## config.mk

```make
export PLATFORM = sky130hd
export DESIGN_NAME = bmd_256_latency_drain_ctrl
export DESIGN_NICKNAME = d
export VERILOG_FILES = /design/src/rtl/bmd_256_latency_drain_ctrl.sv
export SDC_FILE = /design/constraint.sdc
export NUM_CORES = 1
export LEC_CHECK = 0
export ABC_AREA = 0
export BUFFER_PORTS_ARGS = -buffer_cell sky130_fd_sc_hd__buf_2
export CELL_PAD_IN_SITES_DETAIL_PLACEMENT = 1
export CELL_PAD_IN_SITES_GLOBAL_PLACEMENT = 2
export CORE_ASPECT_RATIO = 1.2
export CORE_UTILIZATION = 33
export CTS_BUF_LIST = sky130_fd_sc_hd__clkbuf_4 sky130_fd_sc_hd__clkbuf_8 sky130_fd_sc_hd__clkbuf_16
export DETAILED_ROUTE_END_ITERATION = 7
export PLACE_DENSITY_LB_ADDON = 0.1
export SKIP_CTS_REPAIR_TIMING = 1
export SLEW_MARGIN = 0
export SYNTH_ARGS = -nofsm -noshare
export SYNTH_HDL_FRONTEND = slang
export SYNTH_SLANG_ARGS = --single-unit
```

## constraint.sdc

```tcl
create_clock -name clk -period 2.8 [get_ports clk]
set_input_delay 0.28 -clock clk [delete_from_list [all_inputs] [get_ports clk]]
set_output_delay 0.28 -clock clk [all_outputs]
set_load 0.02 [all_outputs]
```

## src/rtl/bmd_256_latency_drain_ctrl.sv

```systemverilog
// Drains the timestamp FIFO one entry at a time into the TX completion builder,
// pairing each raw timestamp with its delta from the previous entry of the drain.
module bmd_256_latency_drain_ctrl #(
    parameter int TS_W   = 48,
    parameter int CNT_W  = 14,
    parameter int RD_LAT = 1
) (
    input  logic             clk,
    input  logic             rst_n,
    input  logic             latency_reset_signal,
    input  logic             start_req,
    input  logic             fifo_full,
    input  logic             fifo_empty,
    input  logic [TS_W-1:0]  fifo_dout,
    output logic             fifo_rd_en,
    output logic             tx_valid,
    input  logic             tx_ready,
    output logic [TS_W-1:0]  tx_ts,
    output logic [TS_W-1:0]  tx_delta,
    output logic             tx_last,
    output logic             drain_busy,
    output logic             drain_done,
    output logic [CNT_W-1:0] drained_cnt,
    output logic [2:0]       state_dbg
);

    localparam logic [2:0] S_IDLE = 3'd0;
    localparam logic [2:0] S_READ = 3'd1;
    localparam logic [2:0] S_WAIT = 3'd2;
    localparam logic [2:0] S_SEND = 3'd3;
    localparam logic [2:0] S_DONE = 3'd4;

    localparam logic [1:0] LAT_LAST = 2'(RD_LAT - 1);

    // tx handshake: an entry moves to TX on a cycle where tx_valid and tx_ready
    // are both high; while tx_valid is high without tx_ready, tx_ts, tx_delta
    // and tx_last hold their values.

    logic [2:0]       state_q, state_d;
    logic [1:0]       lat_q, lat_d;
    logic [TS_W-1:0]  ts_q, ts_d;
    logic [TS_W-1:0]  delta_q, delta_d;
    logic [TS_W-1:0]  prev_q, prev_d;
    logic             last_q, last_d;
    logic             first_q, first_d;
    logic [CNT_W-1:0] cnt_q, cnt_d;

    always_comb begin
        state_d = state_q;
        lat_d   = lat_q;
        ts_d    = ts_q;
        delta_d = delta_q;
        prev_d  = prev_q;
        last_d  = last_q;
        first_d = first_q;
        cnt_d   = cnt_q;
        case (state_q)
            S_IDLE: begin
                if (fifo_full || (start_req && !fifo_empty)) begin
                    state_d = S_READ;
                    cnt_d   = '0;
                    first_d = 1'b1;
                end
            end
            S_READ: begin
                if (!fifo_empty) begin
                    state_d = S_WAIT;
                    lat_d   = '0;
                end
            end
            S_WAIT: begin
                if (lat_q == LAT_LAST) begin
                    ts_d    = fifo_dout;
                    delta_d = first_q ? '0 : (fifo_dout - prev_q);
                    prev_d  = fifo_dout;
                    first_d = 1'b0;
                    // fifo_empty here already reflects the read just made
                    last_d  = fifo_empty;
                    state_d = S_SEND;
                end else begin
                    lat_d = lat_q + 2'd1;
                end
            end
            S_SEND: begin
                if (tx_ready) begin
                    if (cnt_q != '1) begin
                        cnt_d = cnt_q + 1'b1;
                    end
                    state_d = last_q ? S_DONE : S_READ;
                end
            end
            S_DONE: begin
                state_d = S_IDLE;
            end
            default: begin
                state_d = S_IDLE;
            end
        endcase
        if (latency_reset_signal) begin
            state_d = S_IDLE;
            lat_d   = '0;
            ts_d    = '0;
            delta_d = '0;
            prev_d  = '0;
            last_d  = 1'b0;
            first_d = 1'b0;
            cnt_d   = '0;
        end
    end

    always_ff @(posedge clk or negedge rst_n) begin
        if (!rst_n) begin
            state_q <= S_IDLE;
            lat_q   <= '0;
            ts_q    <= '0;
            delta_q <= '0;
            prev_q  <= '0;
            last_q  <= 1'b0;
            first_q <= 1'b0;
            cnt_q   <= '0;
        end else begin
            state_q <= state_d;
            lat_q   <= lat_d;
            ts_q    <= ts_d;
            delta_q <= delta_d;
            prev_q  <= prev_d;
            last_q  <= last_d;
            first_q <= first_d;
            cnt_q   <= cnt_d;
        end
    end

    // Read strobe decoded from state so an async reset removes it immediately.
    assign fifo_rd_en  = (state_q == S_READ) && !fifo_empty;
    assign tx_valid    = (state_q == S_SEND);
    assign tx_last     = (state_q == S_SEND) && last_q;
    assign tx_ts       = ts_q;
    assign tx_delta    = delta_q;
    assign drain_busy  = (state_q != S_IDLE) && (state_q != S_DONE);
    assign drain_done  = (state_q == S_DONE);
    assign drained_cnt = cnt_q;
    assign state_dbg   = state_q;

endmodule

```

## Yosys cells after proc, flatten, opt, wreduce, memory -nomap -nowiden

Index checks and enable logic that the tools add are counted.
Widths: inputs -> output; s select.

| word-level totals | value |
|---|---|
| input port bits | 55 |
| register bits | 117 |
| output and inout bits | 118 |
| logic and storage cells | 71 |

| operators by class | value |
|---|---|
| muxes and demuxes | 30 |
| eq/ne operators | 12 |
| reduce and logical (&&, ||, !) cells | 19 |
| add/sub/neg operators | 3 |

Operators by type and width:

| kind | count |
|---|---|
| $mux 48 | 7 |
| $mux 14 | 4 |
| $sub 48x48->48 | 1 |
| $pmux 14 s2 | 1 |
| $mux 3 | 6 |
| $ne 3x3->1 const B | 5 |
| $add 14x1->14 const B | 1 |
| $ne 14x14->1 const B | 1 |
| $pmux 3 s4 | 1 |
| $reduce_bool 3->1 | 4 |
| $reduce_and 4->1 | 2 |
| $eq 3x2->1 const B | 2 |
| $mux 1 | 6 |
| $mux 2 | 3 |
| $ne 3x2->1 const B | 2 |
| $reduce_and 3->1 | 2 |
| $logic_and 1x1->1 | 4 |
| $pmux 2 s2 | 1 |
| $reduce_bool 2->1 | 2 |
| $eq 3x1->1 const B | 1 |
| $eq 3x3->1 const B | 1 |
| $logic_not 3->1 | 1 |
| $add 2x1->2 const B | 1 |
| $logic_not 2->1 | 1 |
| other kinds (4) | 4 |

## Logic depth before layout (Yosys ltp)

Gate-level depths: netlist of the first run.

| logic depth | value |
|---|---|
| depth after elaboration | 6 |
| depth in mapped cells | 13 |
| gate-level depth less buffers | 13 |

## Worst setup path before layout of the first run

OpenSTA, ideal clock, no wires.

| timing | value |
|---|---|
| path type | flip-flop to flip-flop |
| from | register prev_q[0] |
| to | register delta_q[42], in the netlist tx_delta[42] |
| path slack | 0.069 ns |
| stages on the path, launching flop included | 13 |
| arrival | 2.601 ns |
| library setup time | 0.130 ns |
| cells stage by stage | dfrtp_1 -> ha_1 -> inv_1 -> fa_1 -> a211oi_2 -> nor3_1 -> o211ai_1 -> a31oi_1 -> a41oi_1 -> o21ai_2 -> a41oi_1 -> xor2_1 -> o21ai_1 |

| between the ends | value |
|---|---|
| longest elaborated chain between the ends | 5 |

Ends and longest elaborated chain:

| what | line | source |
|---|---|---|
| start, declared | 43 | `logic [TS_W-1:0] prev_q, prev_d;` |
| start signal, assigned | 126 | `prev_q <= prev_d;` |
| $sub 48x48->48 | 74 | `delta_d = first_q ? '0 : (fifo_dout - prev_q);` |
| $mux 48 | 74 |  |
| $mux 48 | 72 | `if (lat_q == LAT_LAST) begin` |
| $mux 48 | 57 | `case (state_q)` |
| $mux 48 | 99 | `if (latency_reset_signal) begin` |
| end signal, assigned | 125 | `delta_q <= delta_d;` |
| end, declared | 42 | `logic [TS_W-1:0] delta_q, delta_d;` |

Every way passes these cells. The select of a mux whose other input is x is not followed.
A chain may end at the register's enable or synchronous reset.

## Final worst setup path of the first run

| timing | value |
|---|---|
| from | register prev_q[7] |
| to | register delta_q[40], in the netlist tx_delta[40] |

Same word-level chain as after synthesis.

==> metrics.cfg, run 1 <==
[sta]
fmax_mhz = 367.7
hold_violations = 0
max-slew-margin-rel_pct = 63.37
min_period_ns = 2.719
fin_skew_ns = 0.01455
worst_pin_slew_ns = 0.5495
rsz0062_at_grt = yes
setup_viol = 0
slew_viol_final = 0
fin_ws_ns = 0.08057
period_share_pct = 97.12

[global_routing]
grtUsageTotal_pct = 20.91
grt_max_degree = 100
grt_antenna_before_repair = 0
grt_pass1_wl_um = 38810
grt_pass1_vias = 7372
grt.overflow.total = 0

[logic_synthesis]
synth_top_area_share_pct = 38.94
yosysWarningCount = 0
synth_ff_type = dfrtp_1
synth-edff-count = 0
netlist_instances = 846
synth_cell_types = 62
ys_top_cells_by_area = dfrtp_1 39%, ha_1 8.2%, a22o_1 6.3%
netlist_area_um2 = 7520
synthTopCellsByCount = 117 x dfrtp_1, 95 x nand2_1, 77 x o21ai_0
synth_largest_area_cell = dfrtp_1
synth-seq-cells = 117
ys_async_sr_fraction_pct = 100.0
synth_area_per_cell_um2 = 8.889
synth_fp_nets = 951
synth_most_common_cell = dfrtp_1
ys_seq_area_share_pct = 38.94

[worst_hold_path]
hold_path.class = primary input to register

[finish]
synthToLayoutAreaGrowth_pct = 34.39
finalNetCount = 1184
drive_gt1_share_pct = 31.87
post-route-cell-area_um2 = 10110
diodes = 0
final_core_util_pct = 45.17

[placed_design]
place_hpwl_um = 18150
place_congestion = 0.8018
pre_cts_slack_ns = -0.1951
dpl_cell_area_um2 = 9143
portBuffers = 172

[setup_path]
cp.required_ns = 3.10
crit_arrival_ns = 3.01
worst_setup_path_end_kind = register
worst-path-max-fanout = 6
crit_type = register to register
start_kind = register

[clocking]
cts_tree = yes
cts_root_buffer = clkbuf_16
clk_latency_ns = 0.42
cts_buffer_depth = 2
numCtsBuffers = 17
clk_pin_slew_ns = 0.06
clock_sinks = 117
cts_max_level = 4

[floorplanning]
initial_utilization_pct = 33.61
die_h_um = 167.4
die_w_um = 139.8
coreArea_um2 = 22370
row_count = 60
num_io_pins = 173
die_area_um2 = 23400

[power_and_ir_drop]
power_leakage_nw = 4.891
powerDensity_nw_per_um2 = 804.8
power_mw = 8.134
peakVddDrop_mv = 0.4047

[routing]
vias_per_cell = 5.234
routed_wirelength_um = 24030
dr.pass1.iters = 4
wire_per_inst_um = 17.53
ant_nets = 0
drtIter0Drc = 234
drc_errors = 0
vias = 7176

[run]
drv_cap = 0

[status]
outcome = finished clean

-- layout make-up --
type / instances / area (um^2)
sequential: 117 / 2928
multi-input combinational: 619 / 4385
tap: 279 / 349.1
inverter: 64 / 240.2
clock inverter: 13 / 205.2
fill: 2675 / 12270
clock buffer: 19 / 446.7
timing repair buffer: 260 / 1551
-- cells in the final DEF, fill, tap and decap left out, types with 19 or more instances in the layout --
cell / n
a22o_1: 54
nor2_1: 34
ha_1: 41
inv_1: 63
a21o_1: 19
a21oi_1: 48
dfrtp_1: 117
nand2_1: 95
buf_2: 171
xnor2_1: 24
o21ai_0: 75
buf_4: 86
-- logic make-up (layout without fill, tap and decap cells) --
kind of cell / count (synthesis) / after routing / share of synthesized area (%)
multiplexers: 1 / 1 / 0.1331
flip-flops: 117 / 117 / 38.94
AND/OR/NAND/NOR: 229 / 229 / 14.76
buffers and inverters: 110 / 356 / 5.973
AO/OA/AOI/OAI: 297 / 297 / 26.89
adder cells (fa/ha/maj): 50 / 50 / 8.419
XOR/XNOR: 42 / 42 / 4.892
-- critical path, stage by stage (launching register included) --
cell and delay, ns:
dfrtp_1 0.34, inv_1 0.04, ha_1 0.28, buf_4 0.15, a21oi_1 0.11, o211ai_1 0.18
nand2_1 0.13, a2111oi_4 0.43, o21ai_2 0.14, a21oi_2 0.25, o2111a_1 0.27, mux2i_1 0.20
nand2_1 0.07
-- power by group --
group / total (mW) / leakage [nW] / internal [mW] / switching, mW
clock network: 2.45 / 0.312 / 1.61 / 0.840
registers: 2.18 / 1.61 / 1.97 / 0.209
logic: 3.50 / 2.97 / 1.41 / 2.09
-- metal layers --
layer | global-route usage [%] | vias up | routed length (um)
li1 | - | 3508 | -
met1 | 25.29 | 3521 | 10400
met2 | 37.74 | 128 | 12540
met3 | 3.746 | 19 | 804
met4 | 5.733 | 0 | 285
met5 | 0 | - | 0
-- stage by stage --
| step | TNS (ns) | std cells | hold WS, ns |
|---|---|---|---|
| 2_1_floorplan | 0 | 846 | -0.01559 |
| 3_3_place_gp | -0.4794 | 1328 | 0.3073 |
| 3_5_place_dp | -0.6692 | 1328 | 0.2995 |
| 4_1_cts | -0.6068 | 1360 | -0.1501 |
| 5_1_grt | -0.4223 | 1371 | 0.08319 |
| 6_report | 0 | 1371 | 0.09321 |
-- flip-flops by register name, summed over array words and instances (netlist names) --
name,cells
prev_q,48
state_dbg,3
drained_cnt,14
last_q,1
tx_delta,48
lat_q,2
first_q,1
-- final timing paths --
kind	start	slack, ns	end	depth (start not counted)
worst max-delay path	prev_q[7]$_DFFE_PN0P_	0.08	tx_delta[40]$_DFFE_PN0P_	12
worst min-delay path	fifo_dout[7]	0.09	prev_q[7]$_DFFE_PN0P_	2
worst max register to register	prev_q[7]$_DFFE_PN0P_	0.08	tx_delta[40]$_DFFE_PN0P_	12
worst min register to register	tx_delta[8]$_DFFE_PN0P_	0.47	tx_delta[8]$_DFFE_PN0P_	2
max in group asynchronous	rst_n	1.69	tx_delta[22]$_DFFE_PN0P_	3
min in group asynchronous	rst_n	0.37	state_dbg[1]$_DFFE_PN0P_	2
Note: power is estimated with default switching activity, not from simulation.
==> run 2, diff against run 1 <==
Settings changed: CORE_UTILIZATION 33 to 35, RECOVER_POWER from default to 100.
Clock period 2.8 ns to 3.3 ns, I/O delays scaled along.
==> run 2 against run 1 <==
The flow now finishes with violations (capacitance limit, slew limit). Largest cell class unchanged. Sequential share of layout area rose by 3.4 points. Highest routed layer unchanged. Maximum frequency fell by 9.6%. Register-to-register slack gained 0.21 ns. Wire length shrank 3.2%. Count of clock-buffer cells in the layout is 2 lower. Critical path depth unchanged. Clock power fell by 24%. Worst setup slack better by 0.21 ns. Combinational power shrank 28%. Die area fell by 5.6%. Critical endpoint is now tx_delta[42]$_DFFE_PN0P_. Sequential power fell by 14%.
==> metrics.cfg, run 2 (synthesis gave the netlist of run 1 again) <==
[setup_path]
r2r_end = tx_delta[42]$_DFFE_PN0P_
crit_chain = ha_1 -> inv_1 -> fa_1 -> a211oi_2 -> nor3_1 -> o211ai_1 -> a31oi_1 -> a41oi_1 -> o21ai_1 -> a41oi_1 -> xor2_1 -> o21ai_1
crit_type = register to register
r2r_start = prev_q[0]$_DFFE_PN0P_
rr_worst_depth = 12  ; unchanged
path_buf_inv = 1  ; -1
crit_family = compound AO/OA/AOI/OAI gates
slowest_delay_ns = 0.43  ; about the same
start_kind = register
crit_arrival_ns = 3.30  ; +0.29 ns
ff2ff_setup_slack_ns = 0.29  ; +0.21 ns
worst-path-max-fanout = 3  ; -3
worst_setup_path_end_kind = register
slowest_stage = fa_1
cp.required_ns = 3.59  ; +0.49 ns
path_depth = 12  ; unchanged

[sta]
max-slew-margin-rel_pct = -43.16  ; -110 points
slew_viol_final = 100  ; +100
hold_violations = 0  ; unchanged
period_share_pct = 91.11  ; -6.0 points
worst_pin_slew_ns = 2.147  ; +1.598 ns
min_period_ns = 3.007  ; +0.2872 ns
finalSetupTns_ns = 0  ; unchanged
rsz0062_at_grt = no
setup_viol = 0  ; unchanged
fmax_mhz = 332.6  ; -9.6%
fin_skew_ns = 0.009818  ; -0.004732 ns

[routing]
vias = 6891  ; -4.0%
vias_per_cell = 5.354  ; +2.3%
ant_nets = 0  ; unchanged
wire_per_inst_um = 18.07  ; +3.1%
routed_wirelength_um = 23260  ; -3.2%
dr.pass1.iters = 4  ; unchanged
drtIter0Drc = 205  ; -12%
drc_errors = 0  ; unchanged

[global_routing]
grt_pass1_wl_um = 37710  ; -2.8%
grtUsageTotal_pct = 21.82  ; +0.91 points
grt_max_degree = 100  ; unchanged
grt_antenna_before_repair = 0  ; unchanged
grt.overflow.total = 0  ; unchanged
grt_pass1_vias = 7188  ; -2.5%

[floorplanning]
die_w_um = 135.8  ; -2.9%
num_io_pins = 173  ; unchanged
initial_utilization_pct = 35.73  ; +2.1 points
die_area_um2 = 22080  ; -5.6%
row_count = 58  ; -3.3%
die_h_um = 162.6  ; -2.9%
coreArea_um2 = 21050  ; -5.9%

[worst_hold_path]
min_to = prev_q[0]$_DFFE_PN0P_
hp-start = fifo_dout[0]
whs_path_depth = 2  ; unchanged
hold_path.class = primary input to register

[finish]
post-route-cell-area_um2 = 9034  ; -11%
drive_gt1_share_pct = 11.80  ; -20 points
multi_input_area_um2 = 4144  ; -5.5%
fin_cells = 1287  ; -6.1%
regArea_um2 = 2928  ; unchanged
diodes = 0  ; unchanged
final_common_cell = clkbuf_1
finalNetCount = 1109  ; -6.3%
synthToLayoutAreaGrowth_pct = 20.13
n_fill_cell = 2571  ; -3.9%
final_core_util_pct = 42.93  ; -2.2 points
mostFrequentLayoutCells = 120 x clkbuf_1, 117 x dfrtp_1, 95 x nand2_1

[clocking]
cts_root_buffer = clkbuf_16
clock_sinks = 117  ; unchanged
cts_buffer_depth = 2  ; unchanged
clk_latency_ns = 0.43  ; about the same
clk_pin_slew_ns = 0.06  ; about the same
cts_tree = yes
cts_max_level = 4  ; unchanged
numCtsBuffers = 17  ; unchanged

[status]
violations = capacitance limit, slew limit
outcome = complete, but fails checks

[power_and_ir_drop]
power_leakage_nw = 3.924  ; -20%
peakVddDrop_mv = 0.3782  ; -6.6%
powerDensity_nw_per_um2 = 692.1  ; -14%
power_mw = 6.252  ; -23%

[placed_design]
dpl_cell_area_um2 = 8643  ; -5.5%
dp_cells = 1254  ; -5.6%
place_hpwl_um = 17270  ; -4.9%
place_congestion = 0.8189  ; +2.1%
portBuffers = 172  ; unchanged

[run]
drv_cap = 1  ; +1

==> run 2: cell types whose count changed in the layout (fill, tap and decap cells not counted), moves of 7 or more <==
cell and delta:
clkbuf_1 +120, buf_2 -118, buf_4 -78, ha_1 +8, o21ai_0 +7
==> run 2: final cells by class <==
cell class / count / share of cell area, %
multi-input cells: 619 / 45.87
inverters: 64 / 2.659
flip-flops and latches: 117 / 32.41
well taps: 270 / 3.740
repair buffers: 185 / 8.892
clock buffers: 17 / 4.709
clock inverters: 15 / 1.717
==> run 2: how the worst max path moves through the flow <==
stage                                      from                  endpoint
after floorplan           prev_q[0]$_DFFE_PN0P_  tx_delta[42]$_DFFE_PN0P_
after global placement             fifo_dout[0]  tx_delta[42]$_DFFE_PN0P_
after global routing      prev_q[0]$_DFFE_PN0P_  tx_delta[42]$_DFFE_PN0P_
after CTS                 prev_q[0]$_DFFE_PN0P_  tx_delta[42]$_DFFE_PN0P_
final                     prev_q[0]$_DFFE_PN0P_  tx_delta[42]$_DFFE_PN0P_
after detailed placement           fifo_dout[0]  tx_delta[42]$_DFFE_PN0P_
==> run 2: through the flow <==
step | hold slack [ns] | worst slack, ns
finish | 0.1316 | 0.2934
global route | 0.1190 | 0.06342
CTS | -0.04073 | 0.2863
detailed placement | 0.4200 | 0.1946
global placement | 0.4311 | 0.2664
floorplan | 0.03441 | 0.5694
==> run 2: per-layer routing <==
metal	vias to the layer above	GRT usage [%]	wire, um	part of all wire [%]
met5	-	0	0	0
met4	0	5.822	233	1.0
met3	18	3.766	812	3.5
met2	130	39.19	12080	52
met1	3386	26.51	10130	44
li1	3357	-	-	-
==> run 2: power breakdown <==
part           switching [mW]  leakage (nW)  total (mW)  internal [mW]
clock network           0.760         0.268        1.87           1.11
logic                    1.65          2.04        2.51          0.865
registers               0.191          1.61        1.87           1.67
